$ cat config.mk
export PLATFORM = sky130hd
export DESIGN_NAME = prog_loader
export DESIGN_NICKNAME = d
export VERILOG_FILES = /design/src/rtl/gc_pkg.sv /design/src/rtl/byte_packer.sv /design/src/rtl/prog_loader.sv
export SDC_FILE = /design/constraint.sdc
export NUM_CORES = 1
export LEC_CHECK = 0
export ABC_AREA = 1
export BUFFER_PORTS_ARGS = -buffer_cell sky130_fd_sc_hd__buf_4
export CAP_MARGIN = 10
export CORE_MARGIN = 8
export CORE_UTILIZATION = 45
export DETAILED_ROUTE_END_ITERATION = 8
export SYNTH_ARGS = -nofsm -noshare
export SYNTH_HDL_FRONTEND = slang
export SYNTH_SLANG_ARGS = --single-unit
$ cat constraint.sdc
create_clock -name clk -period 5 [get_ports clk]
set_input_delay 0.25 -clock clk [delete_from_list [all_inputs] [get_ports clk]]
set_output_delay 0.25 -clock clk [all_outputs]
set_load 0.02 [all_outputs]
$ cat src/rtl/gc_pkg.sv
// Shared loader constants and types: word size, bytes per word, loader state encoding.
package gc;

    localparam int unsigned WORD_SIZE      = 16;
    localparam int unsigned BYTES_PER_WORD = WORD_SIZE / 8;

    typedef enum logic [2:0] {
        HDR,
        LOAD,
        CSUM,
        DONE,
        ERR
    } load_state_e;

endpackage

$ cat src/rtl/byte_packer.sv
// Assembles little-endian words from a byte stream and flags the byte that completes each word.
module byte_packer #(
    parameter int unsigned WORD_SIZE = gc::WORD_SIZE
) (
    input  logic                 clk,
    input  logic                 rst,
    input  logic                 clr,
    input  logic                 accept,
    input  logic [7:0]           in_data,
    output logic [WORD_SIZE-1:0] word_c,
    output logic                 word_done_c
);

    localparam int unsigned BPW   = WORD_SIZE / 8;
    localparam int unsigned CNT_W = (BPW > 1) ? $clog2(BPW) : 1;

    logic [CNT_W-1:0]     cnt;
    logic [WORD_SIZE-1:0] shreg;
    logic                 last_c;

    // New byte enters at the top so the first byte ends up in bits 7:0.
    assign word_c      = (shreg >> 8) | (WORD_SIZE'(in_data) << (WORD_SIZE - 8));
    assign last_c      = (cnt == CNT_W'(BPW - 1));
    assign word_done_c = accept && last_c;

    always_ff @(posedge clk or negedge rst) begin
        if (!rst) begin
            cnt   <= '0;
            shreg <= '0;
        end else if (clr) begin
            cnt   <= '0;
            shreg <= '0;
        end else if (accept) begin
            shreg <= word_c;
            cnt   <= last_c ? '0 : cnt + CNT_W'(1);
        end
    end

endmodule

$ cat src/rtl/prog_loader.sv
// Loads a count/data/checksum byte stream into processor memory, holding the core in reset until verified.
module prog_loader
    import gc::*;
#(
    parameter int unsigned ADDR_W    = 8,
    parameter int unsigned WORD_SIZE = gc::WORD_SIZE
) (
    input  logic                 clk,
    input  logic                 rst,
    input  logic                 in_valid,
    input  logic [7:0]           in_data,
    output logic                 in_ready,
    input  logic                 reload,
    output logic                 mem_we,
    output logic [ADDR_W-1:0]    mem_addr,
    output logic [WORD_SIZE-1:0] mem_wdata,
    output logic                 core_rst,
    output logic                 done,
    output logic                 err
);

    // Wide enough to hold both a count word and the value 2^ADDR_W.
    localparam int unsigned       CMP_W = (WORD_SIZE > ADDR_W + 1) ? WORD_SIZE : ADDR_W + 1;
    localparam logic [CMP_W-1:0]  MAX_N = CMP_W'(1) << ADDR_W;

    load_state_e          state;
    logic [CMP_W-1:0]     count;
    logic [CMP_W-1:0]     idx;
    logic [WORD_SIZE-1:0] csum;

    logic                 accept_c;
    logic                 clr_c;
    logic [WORD_SIZE-1:0] word_c;
    logic                 word_done_c;
    logic [CMP_W-1:0]     word_ext_c;
    logic [CMP_W-1:0]     idx_next_c;

    assign accept_c   = in_valid && in_ready;
    assign clr_c      = reload && ((state == DONE) || (state == ERR));
    assign word_ext_c = CMP_W'(word_c);
    assign idx_next_c = idx + CMP_W'(1);

    byte_packer #(
        .WORD_SIZE (WORD_SIZE)
    ) u_packer (
        .clk         (clk),
        .rst         (rst),
        .clr         (clr_c),
        .accept      (accept_c),
        .in_data     (in_data),
        .word_c      (word_c),
        .word_done_c (word_done_c)
    );

    always_ff @(posedge clk or negedge rst) begin
        if (!rst) begin
            state     <= HDR;
            count     <= '0;
            idx       <= '0;
            csum      <= '0;
            in_ready  <= 1'b1;
            mem_we    <= 1'b0;
            mem_addr  <= '0;
            mem_wdata <= '0;
            core_rst  <= 1'b1;
            done      <= 1'b0;
            err       <= 1'b0;
        end else begin
            mem_we   <= 1'b0;
            // Released one edge after DONE is entered; re-asserted by the reload edge.
            core_rst <= !((state == DONE) && !reload);
            case (state)
                HDR: begin
                    if (word_done_c) begin
                        count <= word_ext_c;
                        csum  <= word_c;
                        idx   <= '0;
                        if (word_c == '0) begin
                            state <= CSUM;
                        end else if (word_ext_c > MAX_N) begin
                            state    <= ERR;
                            in_ready <= 1'b0;
                            err      <= 1'b1;
                        end else begin
                            state <= LOAD;
                        end
                    end
                end
                LOAD: begin
                    if (word_done_c) begin
                        mem_we    <= 1'b1;
                        mem_addr  <= idx[ADDR_W-1:0];
                        mem_wdata <= word_c;
                        csum      <= csum + word_c;
                        idx       <= idx_next_c;
                        if (idx_next_c == count) begin
                            state <= CSUM;
                        end
                    end
                end
                CSUM: begin
                    if (word_done_c) begin
                        in_ready <= 1'b0;
                        if (word_c == csum) begin
                            state <= DONE;
                            done  <= 1'b1;
                        end else begin
                            state <= ERR;
                            err   <= 1'b1;
                        end
                    end
                end
                DONE, ERR: begin
                    if (reload) begin
                        state    <= HDR;
                        in_ready <= 1'b1;
                        done     <= 1'b0;
                        err      <= 1'b0;
                        count    <= '0;
                        idx      <= '0;
                        csum     <= '0;
                    end
                end
                default: begin
                    state    <= HDR;
                    in_ready <= 1'b1;
                    done     <= 1'b0;
                    err      <= 1'b0;
                end
            endcase
        end
    end

endmodule

Yosys cells after proc, flatten, opt, wreduce, memory -nomap -nowiden:

Index checks and enable logic that the tools add are counted.

* flip-flop bits (word level): 97
* input bits: 12
* output and inout port bits: 29
* word-level logic and storage cells: 96

* $add $sub $neg: 3
* $lt $le $gt $ge: 1
* equal/unequal tests: 15
* mux-type cells: 40
* bitwise operators: 3
* reductions and logical operators: 21

Operator list (count)
* $mux 16: 7
* $pmux 16 s3: 2
* $eq 16x16->1: 2
* $pmux 16 s2: 1
* $mux 3: 8
* $mux 1: 18
* $add 16x1->16 const B: 1
* $add 16x16->16: 1
* $gt 16x9->1 const B: 1
* $logic_not 16->1: 1
* $or 8x16->16: 1
* $ne 2x2->1 const B: 6
* $pmux 3 s4: 1
* $pmux 1 s4: 2
* $reduce_and 4->1: 2
* $reduce_and 7->1: 1
* $eq 3x2->1 const B: 2
* $ne 2x1->1 const B: 3
* $reduce_and 6->1: 1
* $reduce_and 5->1: 1
* $logic_and 1x1->1: 4
* $reduce_bool 2->1: 2
* $reduce_or 2->1: 2
* $eq 3x1->1 const B: 1
* 10 further kinds: 12

Depth between registers and ports, before layout:

Gate-level depths: netlist of run 1.

* depth after elaboration: 6
* depth in mapped cells: 16
* mapped depth without buffers: 16

Modules after synthesis:

From an unflattened synthesis of run 1, not the netlist that was laid out.

* cell total of the unflattened synthesis: 718
* area, all modules: 5318.9 um^2

By module, submodules not included
* prog_loader: times used 1, cells each 669, area an instance 4894.7 um^2, seq. area each 2004.4 um^2
* byte_packer: times used 1, cells each 49, area an instance 424.2 um^2, seq. area each 225.2 um^2

Least setup slack after synthesis of run 1:

No wires, ideal clock.

* path type: flip-flop to flip-flop
* start: register u_packer.shreg[8]
* end: register csum[10]
* setup time: 123 ps
* arrival: 1772 ps
* required time: 4877 ps
* path slack: 3105 ps
* stages on the path, launching flop included: 13
* path buffers: 0
* path through: dfrtp_1 -> ha_1 -> inv_1 -> fa_1 -> nand3b_1 -> nand3_1 -> nand3_1 -> nand2_1 -> nand2_1 -> a31oi_1 -> a21oi_1 -> o21ai_0 -> nand2_1

* cells in the longest elaborated chain, start to end: 4

RTL lines
* start, declared: line byte_packer.sv:18 `logic [WORD_SIZE-1:0] shreg;`
* start signal, assigned: line byte_packer.sv:34 `shreg <= word_c;`
* $or 8x16->16: line byte_packer.sv:22 `assign word_c = (shreg >> 8) | (WORD_SIZE'(in_data) << (WORD_SIZE - 8));`
* $add 16x16->16: line prog_loader.sv:94 `csum <= csum + word_c;`
* $mux 16: line prog_loader.sv:90 `if (word_done_c) begin`
* $pmux 16 s3: line prog_loader.sv:72 `case (state)`
* end signal, assigned: line prog_loader.sv:76 `csum <= word_c;`
* end signal, assigned: line prog_loader.sv:94
* end, declared: line prog_loader.sv:29 `logic [WORD_SIZE-1:0] csum;`

Every way passes these cells. The select of a mux whose other input is x is not followed.
A chain may end at the register's enable or synchronous reset.

Final worst setup path of run 1:

* start: register state[2]
* end: register csum[10]

* cells in the longest elaborated chain, start to end: 4
* elaborated cells between the ends (all ways): 11
* those cells by class: eq/ne: 6; mux: 1; reduce/logical: 4

RTL lines
* start, declared: line prog_loader.sv:26 `load_state_e state;`
* start signal, assigned: line prog_loader.sv:57 `state <= HDR;`
* start signal, assigned: line prog_loader.sv:79 `state <= CSUM;`
* start signal, assigned: line prog_loader.sv:81 `state <= ERR;`
* $eq 3x2->1 / $eq 3x3->1 (equally long branches): line prog_loader.sv:72
* $reduce_or 2->1: line prog_loader.sv:72
* $ne 2x2->1 (no line) / $reduce_bool 3->1 (equally long branches)
* $reduce_and 4->1 (no line)

Parallel ways exist; a longest one is shown, timed or not.

==> results of run 1 <==
worst max path at each step:
stage	from	end	cells after the start
after floorplan	u_packer.shreg[8]$_DFFE_PN0P_	csum[10]$_DFFE_PN0P_	12
after global placement	state[2]$_DFFE_PN0P_	csum[10]$_DFFE_PN0P_	8
after detailed placement	state[2]$_DFFE_PN0P_	csum[10]$_DFFE_PN0P_	8
after CTS	state[2]$_DFFE_PN0P_	csum[10]$_DFFE_PN0P_	8
after global routing	state[2]$_DFFE_PN0P_	csum[10]$_DFFE_PN0P_	8
final	state[2]$_DFFE_PN0P_	csum[10]$_DFFE_PN0P_	8
power groups by stage:
stage                     sequential [mW]  clock [mW]  combinational, mW
after global routing                0.727       0.740             0.0721
after CTS                           0.727       0.709             0.0649
after detailed placement            0.741           0             0.0641
final                               0.728       0.692             0.0639
after floorplan                     0.740           0             0.0248
after global placement              0.741           0             0.0638
worst reg2reg max path: cells and delay by family (launching register included):
family,cells,cell delay (ns)
flip-flops,1,0.43
AND/OR/NAND/NOR,6,1.59
buffers and inverters,1,0.47
AO/OA/AOI/OAI,1,0.32
cells by family after synthesis:
kind of cell,after synthesis
AO/OA/AOI/OAI,133
flip-flops,89
buffers and inverters,106
AND/OR/NAND/NOR,322
adder cells (fa/ha/maj),17
XOR/XNOR,8
sequential cells by signal (all words and copies together), names as in the netlist:
register and cells:
count 16, csum 16, idx 16, mem_wdata 16, mem_addr 8, u_packer.shreg 8, state 3, core_rst 1
done 1, err 1, in_ready 1, mem_we 1, u_packer.cnt 1
cell usage in the layout, fill, tap and decap left out, types with 3 or more instances in the layout:
master,netlist,routed
nor3_1,8,8
nand2_1,168,168
inv_1,82,82
xor2_1,5,5
buf_4,2,42
o211ai_1,3,3
nand4_1,9,9
inv_2,5,5
nand2_2,4,4
clkbuf_16,0,9
o21bai_1,5,5
o22ai_1,16,16
o21ai_1,7,7
nand3_1,63,63
nor4_1,4,4
o21ai_0,49,49
nor2_2,5,5
clkinvlp_4,0,3
a211oi_1,3,3
a21oi_1,37,37
nand3_2,3,3
nor2_1,52,52
dfrtp_1,87,87
ha_1,16,16
o21ai_2,4,4
layout make-up:
class / instances / area (um^2) / share of cell area
clock buffers: 10 / 239.0 / 0.04083
clock inverters: 6 / 66.31 / 0.01133
multi-input cells: 480 / 2480 / 0.4237
repair buffers: 43 / 325.3 / 0.05558
inverters: 89 / 334.1 / 0.05708
flip-flops and latches: 89 / 2230 / 0.3809
well taps: 143 / 178.9 / 0.03057
metal layers:
layer	track usage	up-vias
li1	-	2331
met1	0.2439	2178
met2	0.3180	102
met3	0.03014	22
met4	0.07223	0
met5	0	-
timing repair:
action                                 in CTS  in global routing
resized for setup                           0                  0
setup buffers                               0                  0
endpoints found under the hold margin      44                  0
hold buffers                                1                  0
==> results.py, run 1 <==
metrics = {
    "run_status": {
        "outcome": "finished clean",
    },
    "worst_setup_path": {
        "cp.required_ns": 5.23,
        "r2r_cells": 8,
        "start_kind": "flop",
        "critical_path.max_fanout": 33,
        "cp.arrival_ns": 3.13,
        "crit_buf_inv": 1,
        "crit_chain": "nor2_2, nand2_1, nor2_1, nor2_1, nand2_1, inv_2, o21ai_0, nand2_1",
        "critPathCaptureType": "flop",
        "r2r-start": "state[2]$_DFFE_PN0P_",
        "cp_slowest_stage_delay_ns": 0.54,
        "crit_family": "simple AND/OR/NAND/NOR gates",
        "crit_top_cell": "nand2_1",
        "ff2ff_setup_slack_ns": 2.09,
        "reg2reg_to": "csum[10]$_DFFE_PN0P_",
        "crit_slowest_cell": "nand2_1",
        "crit_type": "flop to flop",
    },
    "synth": {
        "async_flop_share": 1.000,
        "synth_top_area_cell": "dfrtp_1",
        "synth_cells": 675,
        "synth_edf_count": 0,
        "synth_seq_cells": 89,
        "ys.flop_type": "dfrtp_1",
        "seq_area_frac_synth": 0.4324,
        "synth.distinct_cells": 41,
        "yosys.area.top_type_share": 0.4222,
        "synth_top_family_by_area": "simple AND/OR/NAND/NOR gates",
        "ys_top_cells_by_area": "dfrtp_1 42%, nand2_1 12%, nand3_1 6.1%",
        "synth_area_um2": 5156,
        "synth_mux_area_frac": 0,
        "synth_xor_area_frac": 0.01626,
        "synth-simple-area-share": 0.2713,
        "syn_area_per_cell_um2": 7.639,
        "yosys_warnings": 0,
        "syn_nets": 704,
        "synth-adder-area-share": 0.04271,
        "yosysMostFrequentCell": "nand2_1",
        "synth_compound_area_frac": 0.1507,
        "synth_common_cells": "168 x nand2_1, 87 x dfrtp_1, 82 x inv_1",
    },
    "placement": {
        "dp_slack_ns": 2.128,
        "place_inst": 843,
        "port_buffers": 40,
        "gp_congestion": 0.8773,
        "post_dp_cell_area_um2": 5538,
        "dpl.hpwl_um": 10390,
    },
    "die": {
        "die_y_um": 123.0,
        "die_x_um": 123.0,
        "core_um2": 11320,
        "start_util": 0.4555,
        "rows": 39,
        "die-area_um2": 15140,
        "ios": 41,
    },
    "cts": {
        "numCtsBuffers": 9,
        "cts_root_buffer": "clkbuf_16",
        "cts_tree": "built",
        "h-tree-depth": 3,
        "clk_pin_slew_ns": 0.07,
        "cts_sinks": 89,
        "clk_latency_ns": 0.34,
        "clock_path_buffers": 2,
    },
    "layout": {
        "fillers": 1094,
        "utilization": 0.5170,
        "finalNonFillerCells": 860,
        "fin_nets": 741,
        "diodes": 0,
        "drive_gt1_frac": 0.1213,
        "fin_area_um2": 5853,
        "area_delta_synth_final_pct": 13.52,
    },
    "power_and_ir_drop": {
        "p_seq_frac": 0.491,
        "power_mw": 1.484,
        "ir_worst_vdd_mv": 0.1616,
        "p_per_area_nw_per_um2": 253.5,
        "p_leak_nw": 3.164,
        "swShare": 0.2298,
        "power_frac_comb": 0.043,
        "switching_power_uw": 341.0,
        "intPower_mw": 1.143,
        "clock_power_share": 0.466,
    },
    "timing": {
        "hold_viol_final": 0,
        "drv_slew": 0,
        "setup_viol_count_final": 0,
        "timing.final.ws_setup_ns": 2.094,
        "fin_worst_skew_ns": 0.008190,
        "timing.fmax_mhz": 344.1,
        "grt_setup_unrepaired": "false",
        "relSlewSlack": 0.3640,
        "tightest_slew_ns": 0.9539,
        "whs_ns": 0.1711,
        "period_share": 0.5812,
        "final.setup.tns_ns": 0,
        "period_needed_ns": 2.906,
    },
    "min_path": {
        "hold_path.class": "input pin to flop",
        "min_to": "mem_wdata[10]$_DFFE_PN0P_",
        "min_from": "in_data[2]",
        "hold_depth": 3,
    },
    "route": {
        "route.vias.total": 4633,
        "drtIter0Drc": 390,
        "drt_pass1_iterations": 5,
        "wl_met3_um": 536,
        "met2WireLength_um": 6707,
        "wl_per_cell_um": 16.09,
        "topRoutingLayerUsed": "met4",
        "ant_nets": 0,
        "drc": 0,
        "via_per_inst": 5.387,
        "wl_met1_um": 6304,
        "routed_wl_um": 13840,
    },
    "grt": {
        "grt.total_usage": 0.1904,
        "antenna_found_initial": 0,
        "grt_pass1_vias": 4440,
        "grt-ovfl-total": 0,
        "grt_pass1_wl_um": 22540,
        "grt_max_degree": 58,
    },
    "flow_run": {
        "drv_cap": 0,
    },
}
(Power assumes the default switching activity.)
==> run 2, diff against run 1 <==
==> constraint.sdc (replaced) <==
create_clock -name clk -period 2.72 [get_ports clk]
set_input_delay 0.136 -clock clk [delete_from_list [all_inputs] [get_ports clk]]
set_output_delay 0.136 -clock clk [all_outputs]
set_load 0.02 [all_outputs]
==> results.py, run 2 (synthesized netlist as in run 1, its figures left out) <==
metrics = {
    "layout": {
        "drive_gt1_frac": 0.1272,
        "final_common_cell": "nand2_1",
        "layout_common_cells": "168 x nand2_1, 87 x dfrtp_1, 82 x inv_1",
        "fillers": 1083,
        "fin_nets": 747,
        "diodes": 0,
        "area_delta_synth_final_pct": 15.00,
    },
    "worst_setup_path": {
        "cp.arrival_ns": 2.43,
        "critical_path.max_fanout": 5,
        "crit_type": "flop to flop",
        "crit_chain": "ha_1, inv_1, fa_1, nand3b_1, nand3_1, nand3_1, nand2_1, nand2_1, a31oi_1, a21oi_1, o21ai_0, nand2_1",
        "cp.required_ns": 2.95,
        "cp_slowest_stage_delay_ns": 0.41,
        "crit_buf_inv": 1,
        "cp-startpoint": "u_packer.shreg[8]$_DFFE_PN0P_",
        "crit_slowest_cell": "fa_1",
        "crit_family": "simple AND/OR/NAND/NOR gates",
        "crit_top_cell": "nand2_1",
        "r2r-start": "u_packer.shreg[8]$_DFFE_PN0P_",
        "critPathCaptureType": "flop",
        "start_kind": "flop",
    },
    "timing": {
        "hold_viol_final": 0,
        "setup_viol_count_final": 0,
        "timing.fmax_mhz": 455.3,
        "grt_setup_unrepaired": "false",
        "whs_ns": 0.04491,
        "period_needed_ns": 2.196,
        "final.setup.tns_ns": 0,
        "relSlewSlack": 0.5380,
        "timing.final.ws_setup_ns": 0.5238,
        "drv_slew": 0,
        "period_share": 0.8074,
        "tightest_slew_ns": 0.6931,
        "fin_worst_skew_ns": 0.006936,
    },
    "route": {
        "drtIter0Drc": 379,
        "via_per_inst": 5.322,
        "routed_wl_um": 13350,
        "drc": 0,
        "drt_pass1_iterations": 6,
        "ant_nets": 0,
        "route.vias.total": 4609,
        "wl_per_cell_um": 15.42,
    },
    "power_and_ir_drop": {
        "switching_power_uw": 623.7,
        "power_frac_comb": 0.043,
        "p_seq_frac": 0.480,
        "intPower_mw": 2.165,
        "ir_worst_vdd_mv": 0.2989,
        "swShare": 0.2236,
        "p_leak_nw": 3.214,
        "p_per_area_nw_per_um2": 470.3,
        "clock_power_share": 0.478,
    },
    "grt": {
        "grt_util_met3": 0.02329,
        "grt_pass1_vias": 4499,
        "use_met2": 0.3116,
        "grt_pass1_wl_um": 22450,
        "grt-ovfl-total": 0,
        "antenna_found_initial": 0,
        "grt_max_degree": 54,
        "grt.total_usage": 0.1879,
        "grt_most_used_layer": "met2",
        "use_met1": 0.2439,
    },
    "cts": {
        "clk_latency_ns": 0.34,
        "numCtsBuffers": 9,
        "cts_tree": "built",
        "h-tree-depth": 3,
        "cts_resized": 0,
        "cts_sinks": 89,
        "cts_root_buffer": "clkbuf_16",
        "clock_path_buffers": 2,
        "clk_pin_slew_ns": 0.07,
    },
    "run_status": {
        "outcome": "finished clean",
    },
    "placement": {
        "dp_slack_ns": 0.5399,
        "port_buffers": 40,
        "dpl.hpwl_um": 9904,
        "gp_congestion": 0.9657,
    },
    "die": {
        "die_x_um": 123.0,
        "die_y_um": 123.0,
        "start_util": 0.4555,
        "die-area_um2": 15140,
        "rows": 39,
        "core_um2": 11320,
        "ios": 41,
    },
    "min_path": {
        "hold_path.class": "input pin to flop",
        "min_from": "reload",
    },
    "flow_run": {
        "drv_cap": 0,
    },
}
run 2: path summary, 6_finish.rpt:
kind / to / slack [ns] / cells past startpoint
max: csum[10]$_DFFE_PN0P_ / 0.52 / 12
min: core_rst$_DFF_PN1_ / 0.04 / 3
max reg2reg: csum[10]$_DFFE_PN0P_ / 0.52 / 12
min reg2reg: mem_wdata[14]$_DFFE_PN0P_ / 0.48 / 2
max in group asynchronous: core_rst$_DFF_PN1_ / 1.61 / 3
min in group asynchronous: mem_addr[2]$_DFFE_PN0P_ / 0.39 / 2
run 2: through the flow:
step | total power, mW | instance area [um^2] | util | std cells
6_report | 2.789 | 5929 | 0.5238 | 866
5_1_grt | 2.872 | 5929 | 0.5238 | 866
4_1_cts | 2.811 | 5929 | 0.5238 | 866
3_5_place_dp | 1.481 | 5608 | 0.4954 | 849
3_3_place_gp | 1.479 | 5608 | 0.4954 | 849
2_1_floorplan | 1.406 | 5156 | - | 675
run 2: cell type report:
type                            count  area [um^2]  share of cell area
Multi-Input combinational cell    480         2480              0.4182
Sequential cell                    89         2230              0.3760
Timing Repair Buffer               49        395.4             0.06668
Inverter                           89        334.1             0.05634
Clock buffer                       10        229.0             0.03862
Tap cell                          143        178.9             0.03018
Clock inverter                      6        82.58             0.01393
run 2: power by group through the flow:
stage               registers [mW]  clock network (mW)  logic [mW]
finish                        1.34                1.33       0.119
floorplan                     1.36                   0      0.0456
global placement              1.36                   0       0.117
detailed placement            1.36                   0       0.119
global route                  1.34                1.40       0.136
CTS                           1.34                1.35       0.121
run 2: layer usage:
layer / up-vias / part of all wire
li1: 2325 / -
met1: 2196 / 0.48
met2: 67 / 0.48
met3: 21 / 0.020
met4: 0 / 0.023
met5: - / 0
run 2: worst min-delay path, delay by kind of cell:
family,cells,cell delay [ns]
buf+inv,2,0.14
simple gates,1,0.07
run 2: timing repair:
action	4_1_cts	5_1_grt
setup buffers	0	0
hold buffers	1	0
hold endpoints to repair	52	0
endpoints found under the setup margin	0	0
